===== config.mk =====
export PLATFORM = sky130hd
export DESIGN_NAME = crc_frame_serializer
export DESIGN_NICKNAME = d
export VERILOG_FILES = /design/src/rtl/crc_frame_serializer.sv
export SDC_FILE = /design/constraint.sdc
export NUM_CORES = 1
export LEC_CHECK = 0
export BUFFER_PORTS_ARGS = -buffer_cell sky130_fd_sc_hd__buf_2
export CAP_MARGIN = 20
export CORE_UTILIZATION = 61
export CTS_CLUSTER_DIAMETER = 120
export CTS_CLUSTER_SIZE = 20
export DETAILED_ROUTE_END_ITERATION = 6
export PLACE_DENSITY = 0.84
export SYNTH_ARGS = -nofsm -noshare
export SYNTH_HDL_FRONTEND = slang
export SYNTH_SLANG_ARGS = --single-unit

===== constraint.sdc =====
create_clock -name CLK -period 5.31 [get_ports CLK]
set_input_delay 1.062 -clock CLK [delete_from_list [all_inputs] [get_ports CLK]]
set_output_delay 1.062 -clock CLK [all_outputs]
set_load 0.02 [all_outputs]

===== src/rtl/crc_frame_serializer.sv =====
// rtl/crc_frame_serializer.sv - FIFO-buffered byte serializer feeding an external LFSR, with serial CRC collection
module crc_frame_serializer #(
  parameter int DATA_WIDTH = 8,
  parameter int FIFO_DEPTH = 4,
  parameter int CRC_WIDTH  = 8
) (
  input  logic                  CLK,
  input  logic                  RST,
  input  logic [DATA_WIDTH-1:0] IN_DATA,
  input  logic                  IN_LAST,
  input  logic                  IN_VALID,
  output logic                  IN_READY,
  output logic                  SER_DATA,
  output logic                  SER_ACTIVE,
  input  logic                  CRC_IN,
  input  logic                  CRC_VALID_IN,
  output logic [CRC_WIDTH-1:0]  CRC_OUT,
  output logic                  CRC_DONE,
  output logic                  UNDERRUN,
  output logic                  CRC_TIMEOUT,
  output logic                  BUSY
);
  localparam int AW = (FIFO_DEPTH > 1) ? $clog2(FIFO_DEPTH) : 1;
  localparam int BW = (DATA_WIDTH > 1) ? $clog2(DATA_WIDTH) : 1;
  localparam int CW = (CRC_WIDTH > 1) ? $clog2(CRC_WIDTH) : 1;
  localparam logic [AW:0]   DEPTH    = FIFO_DEPTH;
  localparam logic [AW:0]   PTR_ONE  = 1;
  localparam logic [BW-1:0] LAST_BIT = BW'(DATA_WIDTH - 1);
  localparam logic [CW-1:0] LAST_CRC = CW'(CRC_WIDTH - 1);

  typedef enum logic [1:0] {IDLE, SHIFT, COLLECT} state_t;

  state_t                state, next_state;
  logic [DATA_WIDTH:0]   mem [FIFO_DEPTH];
  logic [AW:0]           wr_ptr, rd_ptr, last_cnt, count;
  logic                  full, empty, wr_en, pop;
  logic [DATA_WIDTH:0]   head;
  logic [DATA_WIDTH-1:0] cur_byte;
  logic                  cur_last;
  logic [BW-1:0]         bit_cnt;
  logic [CRC_WIDTH-1:0]  staging, staging_next;
  logic [CW-1:0]         crc_cnt;
  logic [4:0]            idle_cnt;
  logic                  enter_collect, set_done, set_underrun, set_timeout;

  assign count    = wr_ptr - rd_ptr;
  assign full     = (count == DEPTH);
  assign empty    = (count == '0);
  assign IN_READY = !full;
  assign wr_en    = IN_VALID && !full;
  assign head     = mem[rd_ptr[AW-1:0]];

  // last_cnt tracks how many stored entries close a frame, so IDLE can start without scanning
  always_ff @(posedge CLK or negedge RST) begin
    if (!RST) begin
      for (int i = 0; i < FIFO_DEPTH; i++) mem[i] <= '0;
      wr_ptr   <= '0;
      rd_ptr   <= '0;
      last_cnt <= '0;
    end else begin
      if (wr_en) begin
        mem[wr_ptr[AW-1:0]] <= {IN_LAST, IN_DATA};
        wr_ptr              <= wr_ptr + PTR_ONE;
      end
      if (pop) rd_ptr <= rd_ptr + PTR_ONE;
      case ({wr_en && IN_LAST, pop && head[DATA_WIDTH]})
        2'b10:   last_cnt <= last_cnt + PTR_ONE;
        2'b01:   last_cnt <= last_cnt - PTR_ONE;
        default: ;
      endcase
    end
  end

  always_ff @(posedge CLK or negedge RST) begin
    if (!RST) state <= IDLE;
    else      state <= next_state;
  end

  always_comb begin
    next_state    = state;
    pop           = 1'b0;
    enter_collect = 1'b0;
    set_done      = 1'b0;
    set_underrun  = 1'b0;
    set_timeout   = 1'b0;
    case (state)
      IDLE: begin
        if (last_cnt != '0 || full) begin
          pop        = 1'b1;
          next_state = SHIFT;
        end
      end
      SHIFT: begin
        if (bit_cnt == LAST_BIT) begin
          if (cur_last) begin
            next_state    = COLLECT;
            enter_collect = 1'b1;
          end else if (!empty) begin
            pop = 1'b1;
          end else begin
            set_underrun  = 1'b1;
            next_state    = COLLECT;
            enter_collect = 1'b1;
          end
        end
      end
      COLLECT: begin
        if (CRC_VALID_IN) begin
          if (crc_cnt == LAST_CRC) begin
            set_done   = 1'b1;
            next_state = IDLE;
          end
        end else if (idle_cnt == 5'd15) begin
          set_timeout = 1'b1;
          next_state  = IDLE;
        end
      end
      default: next_state = IDLE;
    endcase
  end

  // first received CRC bit lands in bit 0
  always_comb begin
    staging_next          = staging;
    staging_next[crc_cnt] = CRC_IN;
  end

  always_ff @(posedge CLK or negedge RST) begin
    if (!RST) begin
      cur_byte    <= '0;
      cur_last    <= 1'b0;
      bit_cnt     <= '0;
      staging     <= '0;
      crc_cnt     <= '0;
      idle_cnt    <= '0;
      CRC_OUT     <= '0;
      CRC_DONE    <= 1'b0;
      UNDERRUN    <= 1'b0;
      CRC_TIMEOUT <= 1'b0;
    end else begin
      CRC_DONE    <= set_done;
      UNDERRUN    <= set_underrun;
      CRC_TIMEOUT <= set_timeout;
      if (pop) begin
        cur_byte <= head[DATA_WIDTH-1:0];
        cur_last <= head[DATA_WIDTH];
        bit_cnt  <= '0;
      end else if (state == SHIFT) begin
        bit_cnt <= bit_cnt + BW'(1);
      end
      if (enter_collect) begin
        staging  <= '0;
        crc_cnt  <= '0;
        idle_cnt <= '0;
      end else if (state == COLLECT) begin
        if (CRC_VALID_IN) begin
          staging  <= staging_next;
          crc_cnt  <= crc_cnt + CW'(1);
          idle_cnt <= '0;
        end else begin
          idle_cnt <= idle_cnt + 5'd1;
        end
      end
      if (set_done) CRC_OUT <= staging_next;
    end
  end

  assign SER_ACTIVE = (state == SHIFT);
  assign SER_DATA   = (state == SHIFT) && cur_byte[bit_cnt];
  assign BUSY       = (state != IDLE);
endmodule


==> impl.org, run 1 <==
** Critical path
- Worst r2r dst :: last_cnt[2]$_DFFE_PN0P_
- Beginning of the worst register-to-register path :: rd_ptr[1]$_DFFE_PN0P_
- Flop2flop setup slack :: 2.06 ns
- CP required :: 4.25 ns
- Worst Setup End Kind :: primary output
- Measured in cells, the most critical reg-to-reg path has a length of 11.
- Top fanout value on the critical path :: 12
- Classification of the worst setup path :: flop to primary output
- The worst setup path is launched from a flop.
- Tracing the worst setup path back leads to its startpoint at rd_ptr[1]$_DFFE_PN0P_.
- Data arrives at the worst endpoint at 2.37 ns.
- Following the worst setup path forward leads to its endpoint at IN_READY.

** Status
- Violations in the final reports :: design-rule violations
- The run finished, with violations left.

** Routing
- For this block, the initial DRC count from the detailed router was 123.
- Total number of vias :: 2441
- Final routed DRC violation total :: 5
- Detail-routed via count per cell :: 5.77
- Detail Route Antenna Nets :: 0
- Wire per inst :: 16.4 um
- Before antenna repair, the detailed router went through 6 iterations.
- Final routed wirelength across all metal layers :: 6.92 mm

** Min path
- In this run the worst hold path is classified as flop to flop.

** CTS
- CTS clk-pin slew, worst paths :: 0.08 ns
- Buffers inserted to repair hold after CTS numbered 0.
- CTS Root Cell :: clkbuf_8
- The H-tree was split into 3 levels.
- Number of buffers added by the clock tree synthesis step :: 9
- Largest buffer count on any clock path :: 2
- Quantity of gates resized following cts :: 0
- Clock tree from TritonCTS :: yes
- Clock tree synthesis found a total of 86 sinks.
- Worst skew pair latency :: 0.35 ns
- Once the clock tree was built, the setup fixing pass inserted 0 buffers.

** Floorplanning
- Total number of placement rows :: 29
- 29 I/O pins were placed.
- The die covers 7060 um^2.
- Y dimension of the die :: 84.0 um
- For this configuration, the core starts out at a cell density of 0.639.
- Core Footprint :: 6420 um^2
- From left edge to right edge, the die measures 84.0 um.

** Layout
- Filler cell count in the final layout :: 461
- Compared with the post-synthesis result, the final layout area differs by 10.9%.
- Diodes inserted :: 0
- After the last flow step, the layout net total stands at 370.
- In the final layout, the share of cells above drive strength 1 is 0.324.

** Synthesis
- Cell variety after synth :: 38
- Top flip-flop cell by instance count after synthesis :: dfrtp_1
- Yosys attributes the largest share of cell area to dfrtp_1, mux2_2, mux4_2.
- Yosys synthesis warning count :: 0
- Post-synthesis average cell area :: 13.1 um^2
- Among all cell types in the netlist, the one instantiated most often is dfrtp_1.
- Area of the mapped netlist :: 4100 um^2
- In this run, synthesis produced a sequential element count of 86.
- Of all flip-flops after synthesis, the portion carrying an async set or reset was 1.00.
- After synthesis, the share of cell area in mux cells is 0.216.
- In the synthesized netlist, the cells that appear most often are dfrtp_1, mux2_2, nand2_1.
- The cell count after synthesis came out at 313.
- Of the total synthesized cell area, the portion taken by full adders, half adders and majority gates is 0.0476.
- Of the total synthesized cell area, the portion taken by AND, OR, NAND and NOR gates is 0.0884.
- Cell taking the most area after synthesis :: dfrtp_1
- For this run, the register share of the synthesized area comes to 0.524.
- Synthesized-area fraction occupied by xor and xnor cells :: 0.0320
- Of the post-synthesis cell area, the dominant cell type holds 0.524.
- Largest family of logic cells by synthesized area :: multiplexers
- The number of nets handed over by synthesis was 342.
- The share of the synthesized area in compound gates (AO/OA/AOI/OAI) was 0.0710.
- In this run, synthesis inferred 0 flip-flops with an integrated enable.

** Pwr
- Total power for the finished layout comes to 2.77 mW.
- VDD sags by at most 0.364 mV.
- Cell leakage power :: 2.06 nW
- Dividing total power by cell area gives a power density of 609 nW/um^2.

** STA
- Setup repair after global routing missed its margin :: no
- In this run the tightest slew margin relative to its limit is 0.570.
- Final-report max-slew violation count :: 0
- Based on the critical path, the design can be clocked at up to 291 MHz.
- Adding up every negative setup slack in the final design gives 0 ns.
- Post-Route Skew :: 0.00929 ns
- At the pin with the least slew margin, the transition time is 0.645 ns.
- Setup violations remaining at the end of the flow were counted as 0.
- Dividing the final minimum period by the clock period gives 0.646.
- Hold timing on the final database bottoms out at a slack of 0.466 ns.
- Final Hold Vio Count :: 0
- Post-layout min period :: 3.43 ns

** GRT
- The first global-routing pass estimated 11.8 mm of wire.
- Entering global routing, the biggest net connects 87 pins.
- Via count of the first global-routing pass :: 2476
- Congestion Overflow GR :: 0
- In the global route stage, overall resource usage came out at 0.217.
- The number of antenna violations at the first check in global routing came to 0.

** Placement
- Port buffering added 28 buffers.
- Detailed placement HPWL :: 4.79 mm
- GP Congestion :: 0.821

** Job
- Max-cap viol count :: 0
## state kept, by name, summed over array words and instances, names as in the netlist, 3 cells and up
register and flops:
idle_cnt 5, wr_ptr 3, crc_cnt 3, mem 36, CRC_OUT 8, cur_byte 8, rd_ptr 3, staging 8
bit_cnt 3, last_cnt 3
## worst min path at each step
| stage | from | to | slack (ns) | cells after the start |
|---|---|---|---|---|
| after CTS | last_cnt[2]$_DFFE_PN0P_ | last_cnt[2]$_DFFE_PN0P_ | 0.47 | 1 |
| after global routing | last_cnt[2]$_DFFE_PN0P_ | last_cnt[2]$_DFFE_PN0P_ | 0.49 | 1 |
| after floorplan | last_cnt[2]$_DFFE_PN0P_ | last_cnt[2]$_DFFE_PN0P_ | 0.43 | 1 |
| after global placement | last_cnt[2]$_DFFE_PN0P_ | last_cnt[2]$_DFFE_PN0P_ | 0.45 | 1 |
| final | last_cnt[2]$_DFFE_PN0P_ | last_cnt[2]$_DFFE_PN0P_ | 0.47 | 1 |
| after detailed placement | last_cnt[2]$_DFFE_PN0P_ | last_cnt[2]$_DFFE_PN0P_ | 0.46 | 1 |
## stage by stage
step | util | instances | area [um^2] | worst slack, ns
after floorplan | - | 313 | 4100 | 2.21
after global placement | 0.668 | 406 | 4290 | 2.17
after detailed placement | 0.668 | 406 | 4290 | 2.05
after CTS | 0.704 | 422 | 4520 | 1.86
after global routing | 0.709 | 423 | 4550 | 1.72
final | 0.709 | 423 | 4550 | 1.88
## worst max-delay path: stages (launching register included)
cell,delay (ns)
dfrtp_1,0.65
inv_1,0.09
ha_1,0.19
nor2b_1,0.38
xnor2_4,0.28
nand2b_1,0.25
buf_2,0.19
## layout by cell type (no fill, tap or decap), drive strengths merged, types with 5 or more instances in the layout
cell type,netlist,routed
buf,5,30
clkbuf,8,10
dfrtp,86,86
ha,14,14
inv,7,8
mux2,47,47
mux2i,11,11
mux4,11,11
nand2,29,29
nand2b,5,5
nor2,14,14
nor3,6,6
o21ai,14,14
o22ai,9,9
xnor2,6,6
xor2,6,6
## final cells by class
cell class	count	area (um^2)	share of cell area
tap	77	96.3	0.0212
clock buffer	10	138	0.0302
timing repair buffer	30	178	0.0390
multi-input combinational	207	1870	0.411
sequential	86	2150	0.473
clock inverter	6	92.6	0.0203
inverter	7	26.3	0.00577
## report_power, final
group,total (mW),switching [mW],internal [mW]
clock network,0.512,0.231,0.281
logic,1.15,0.546,0.609
registers,1.11,0.193,0.912
## kinds of logic (layout without fill, tap and decap cells)
group / after synthesis / after routing
compound gates: 36 / 36
simple gates: 75 / 75
xor+xnor: 12 / 12
buf+inv: 20 / 53
flops: 86 / 86
mux: 69 / 69
fa+ha+maj: 15 / 15
## per-layer routing
metal  GRT usage  share of wire  wire, um
met1       0.294           0.46      3220
met2       0.364           0.50      3440
met3      0.0326          0.026       183
met4      0.0705          0.011        74
met5           0              0         0
(Power assumes the default switching activity.)
==> inputs of run 2 (changes only) <==
--- a/config.mk
+++ b/config.mk
@@ -7,11 +7,11 @@
 export LEC_CHECK = 0
 export BUFFER_PORTS_ARGS = -buffer_cell sky130_fd_sc_hd__buf_2
 export CAP_MARGIN = 20
-export CORE_UTILIZATION = 61
+export CORE_UTILIZATION = 60
 export CTS_CLUSTER_DIAMETER = 120
 export CTS_CLUSTER_SIZE = 20
 export DETAILED_ROUTE_END_ITERATION = 6
-export PLACE_DENSITY = 0.84
+export PLACE_DENSITY = 0.83
 export SYNTH_ARGS = -nofsm -noshare
 export SYNTH_HDL_FRONTEND = slang
 export SYNTH_SLANG_ARGS = --single-unit
==> constraint.sdc (replaced) <==
create_clock -name CLK -period 3.16 [get_ports CLK]
set_input_delay 0.632 -clock CLK [delete_from_list [all_inputs] [get_ports CLK]]
set_output_delay 0.632 -clock CLK [all_outputs]
set_load 0.02 [all_outputs]
==> run 2 against run 1 <==
The run now ends clean. Global-route usage shrank 0.18 points. Power grew 64%. Highest routed layer unchanged. Critical path type is now flop to flop. Wire length grew 2.0%. Hold slack lost 0.37 ns.
==> impl.org, run 2 (synthesis results as in run 1) <==
** Pwr
- The worst voltage drop across the vdd grid is 0.567 mV (was 0.364 mV).
- The power density of the placed cells is 1000 nW/um^2 (was 609 nW/um^2).
- The static power due to leakage came to 2.05 nW (was 2.06 nW).

** CTS
- The clock transition time at the flip-flop clock pins of the worst setup and hold paths is 0.09 ns (was 0.08 ns).
- The clock tree root driver cell is clkbuf_8 (unchanged).
- The insertion delay to the later sink of the worst-skew pair is 0.35 ns (about the same).
- Total clock sinks :: 86 (unchanged)
- The number of buffers inserted for hold repair after clock tree synthesis came to 0 (unchanged).
- Number of setup buffers added after CTS :: 0 (unchanged)
- The number of gates given a new drive strength after cts came to 0 (unchanged).
- Number of buffers added by the clock tree synthesis step :: 9 (unchanged)
- H-Tree Depth :: 3 (unchanged)
- The clock tree from TritonCTS is yes (unchanged).
- The maximum root-to-sink buffer count was 2 (unchanged).

** STA
- Dividing the final minimum period by the clock period gives 0.904.
- The post-route worst setup slack is 0.304 ns (was 1.88 ns).
- The measured slew at the worst slew-check pin was 0.641 ns (was 0.645 ns).
- Top achievable clock speed :: 350 MHz
- The tightest slew margin relative to the limit came to 0.572 (was 0.570).
- The number of failing setup endpoints in the final timing report was 0 (unchanged).
- The total negative slack came to 0 ns (unchanged).
- Setup repair after global routing missed its margin: no (unchanged).
- The routed design could run at a clock period as short as 2.86 ns.
- The setup clock skew after layout came to 0.0112 ns (was 0.00929 ns).
- The number of hold violations in the final report was 0 (unchanged).
- Final-report max-slew violation count :: 0 (unchanged)

** Critical path
- Classification of the worst setup path :: flop to flop (was flop to primary output)
- Worst setup SP type :: flop (unchanged)
- Cell repeated most along the worst path :: ha_1
- Delay of the slowest critical-path stage :: 0.54 ns (was 0.65 ns)
- Worst Setup End Kind :: flop (was primary output)
- Crit path max-delay cell type :: nor4bb_1 (was dfrtp_1)
- The data arrival time of the critical path came to 3.10 ns (was 2.37 ns).
- The critical-path maximum fanout was 4 (was 12).
- CP required :: 3.41 ns (was 4.25 ns)
- The cell type group with the largest total delay on the critical path is adder cells (was flip-flops).
- Worst path bufs/invs :: 0 (was 2)
- Cells along the critical path :: ha_1 > ha_1 > nor4bb_1 > a22oi_1 > o21ai_4 > and2_1 > ha_1 > fa_1 > mux2_2 (was inv_1 > ha_1 > nor2b_1 > xnor2_4 > nand2b_1 > buf_2)

** Routing
- The sum of routed wire length over all layers is 7.06 mm (was 6.92 mm).
- The antenna violation net count after detailed routing was 0 (unchanged).
- Total number of vias :: 2473 (was 2441)
- Detail-routed via count per cell :: 5.81 (was 5.77)
- DRT Pass-1 Iters :: 6 (unchanged)
- Final routed DRC violation total :: 0 (was 5)
- DRT iter0 DRCs :: 126 (was 123)
- The per-cell routed wire length is 16.6 um (was 16.4 um).

** GRT
- The wire length of the first global-routing pass came to 11.7 mm (was 11.8 mm).
- The aggregate global routing overflow is 0 (unchanged).
- The total routing resource utilization after global routing was 0.215 (was 0.217).
- Via count of the first global-routing pass :: 2439 (was 2476)
- The number of antenna violations at the first check in global routing was 0 (unchanged).
- The maximum number of pins on one net before global-route repair was 87 (unchanged).

** Placement
- Pre-CTS setup slack :: 0.338 ns (was 2.05 ns)
- Detailed placement HPWL :: 4.69 mm (was 4.79 mm)
- GP Congestion :: 0.853 (was 0.821)
- Buffers on Ports :: 28 (unchanged)

** Min path
- The class of the tightest hold or removal check is input port to async pin (was flop to flop).

** Layout
- The most common cell after layout, fill and taps aside is dfrtp_1 (unchanged).
- The antenna cell count is 0 (unchanged).
- Total area of multi-input combinational cells :: 1870 um^2 (unchanged)
- Filler cell count in the final layout :: 457 (was 461)
- Final net count :: 373 (was 370)
- Commonest cells after routing, fill and taps aside: dfrtp_1, mux2_2, nand2_1 (unchanged).
- The layout cell share with drive strength beyond 1 came to 0.324 (about the same).
- Final cell utilization of the core :: 0.700 (was 0.709)
- The register cell area after layout came to 2150 um^2 (unchanged).
- Max reg flops :: 36 (unchanged)
- The register with the most flip-flops is mem (unchanged).
- The post-synthesis to final-layout area growth is 10.1% (was 10.9%).

** Floorplanning
- Total Die Area :: 7170 um^2 (was 7060 um^2)
- The effective utilization at floorplan came to 0.635 (was 0.639).
- The number of placement rows was 29 (unchanged).
- The number of I/O pins came to 29 (unchanged).
- Y dimension of the die :: 84.7 um (was 84.0 um)
- Core Footprint :: 6460 um^2 (was 6420 um^2)
- The width of the die was 84.7 um (was 84.0 um).

** Job
- Max-cap viol count :: 0 (unchanged)

** Status
- Outcome: completed (was finished, violations left).
-- run 2: per-stage QoR --
step | cells | area (um^2) | hold WS, ns | total power [mW]
after floorplan | 313 | 4100 | 0.336 | 3.40
after global placement | 409 | 4320 | 0.451 | 3.74
after detailed placement | 409 | 4320 | 0.463 | 3.86
after CTS | 425 | 4490 | 0.485 | 4.57
after global routing | 426 | 4520 | 0.0899 | 4.82
final | 426 | 4520 | 0.0949 | 4.54
-- run 2: power by group --
part / total, mW / leakage [nW] / internal, mW / switching [mW]
registers: 1.82 / 1.07 / 1.53 / 0.287
clock network: 0.704 / 0.0870 / 0.311 / 0.393
logic: 2.01 / 0.887 / 1.06 / 0.953
-- run 2: worst paths after layout --
path | to | depth (start not counted) | slack (ns) | start
worst min register to register | last_cnt[2]$_DFFE_PN0P_ | 1 | 0.48 | last_cnt[2]$_DFFE_PN0P_
min in group CLK | last_cnt[2]$_DFFE_PN0P_ | 1 | 0.48 | last_cnt[2]$_DFFE_PN0P_
worst min-delay path | last_cnt[2]$_DFFE_PN0P_ | 1 | 0.09 | RST
max in group asynchronous | mem[24]$_DFFE_PN0P_ | 2 | 2.46 | RST
worst max-delay path | last_cnt[1]$_DFFE_PN0P_ | 9 | 0.30 | bit_cnt[0]$_DFFE_PN0P_
worst max register to register | last_cnt[1]$_DFFE_PN0P_ | 9 | 0.30 | bit_cnt[0]$_DFFE_PN0P_
-- run 2: area by class of cell --
class                      count  share of cell area
sequential                    86               0.476
clock buffer                  12              0.0321
tap                           77              0.0213
timing repair buffer          33              0.0443
multi-input combinational    207               0.413
inverter                       7             0.00582
clock inverter                 4             0.00665
-- run 2: routing by layer --
layer / share of wire / GRT usage
met1: 0.47 / 0.283
met2: 0.49 / 0.356
met3: 0.030 / 0.0374
met4: 0.018 / 0.0940
met5: 0 / 0
-- run 2: worst register-to-register path, cell delays in order (launching register included) --
cell and delay, ns:
dfrtp_1 0.45, ha_1 0.20, ha_1 0.18, nor4bb_1 0.54, a22oi_1 0.27, o21ai_4 0.11, and2_1 0.14, ha_1 0.19
fa_1 0.41, mux2_2 0.26
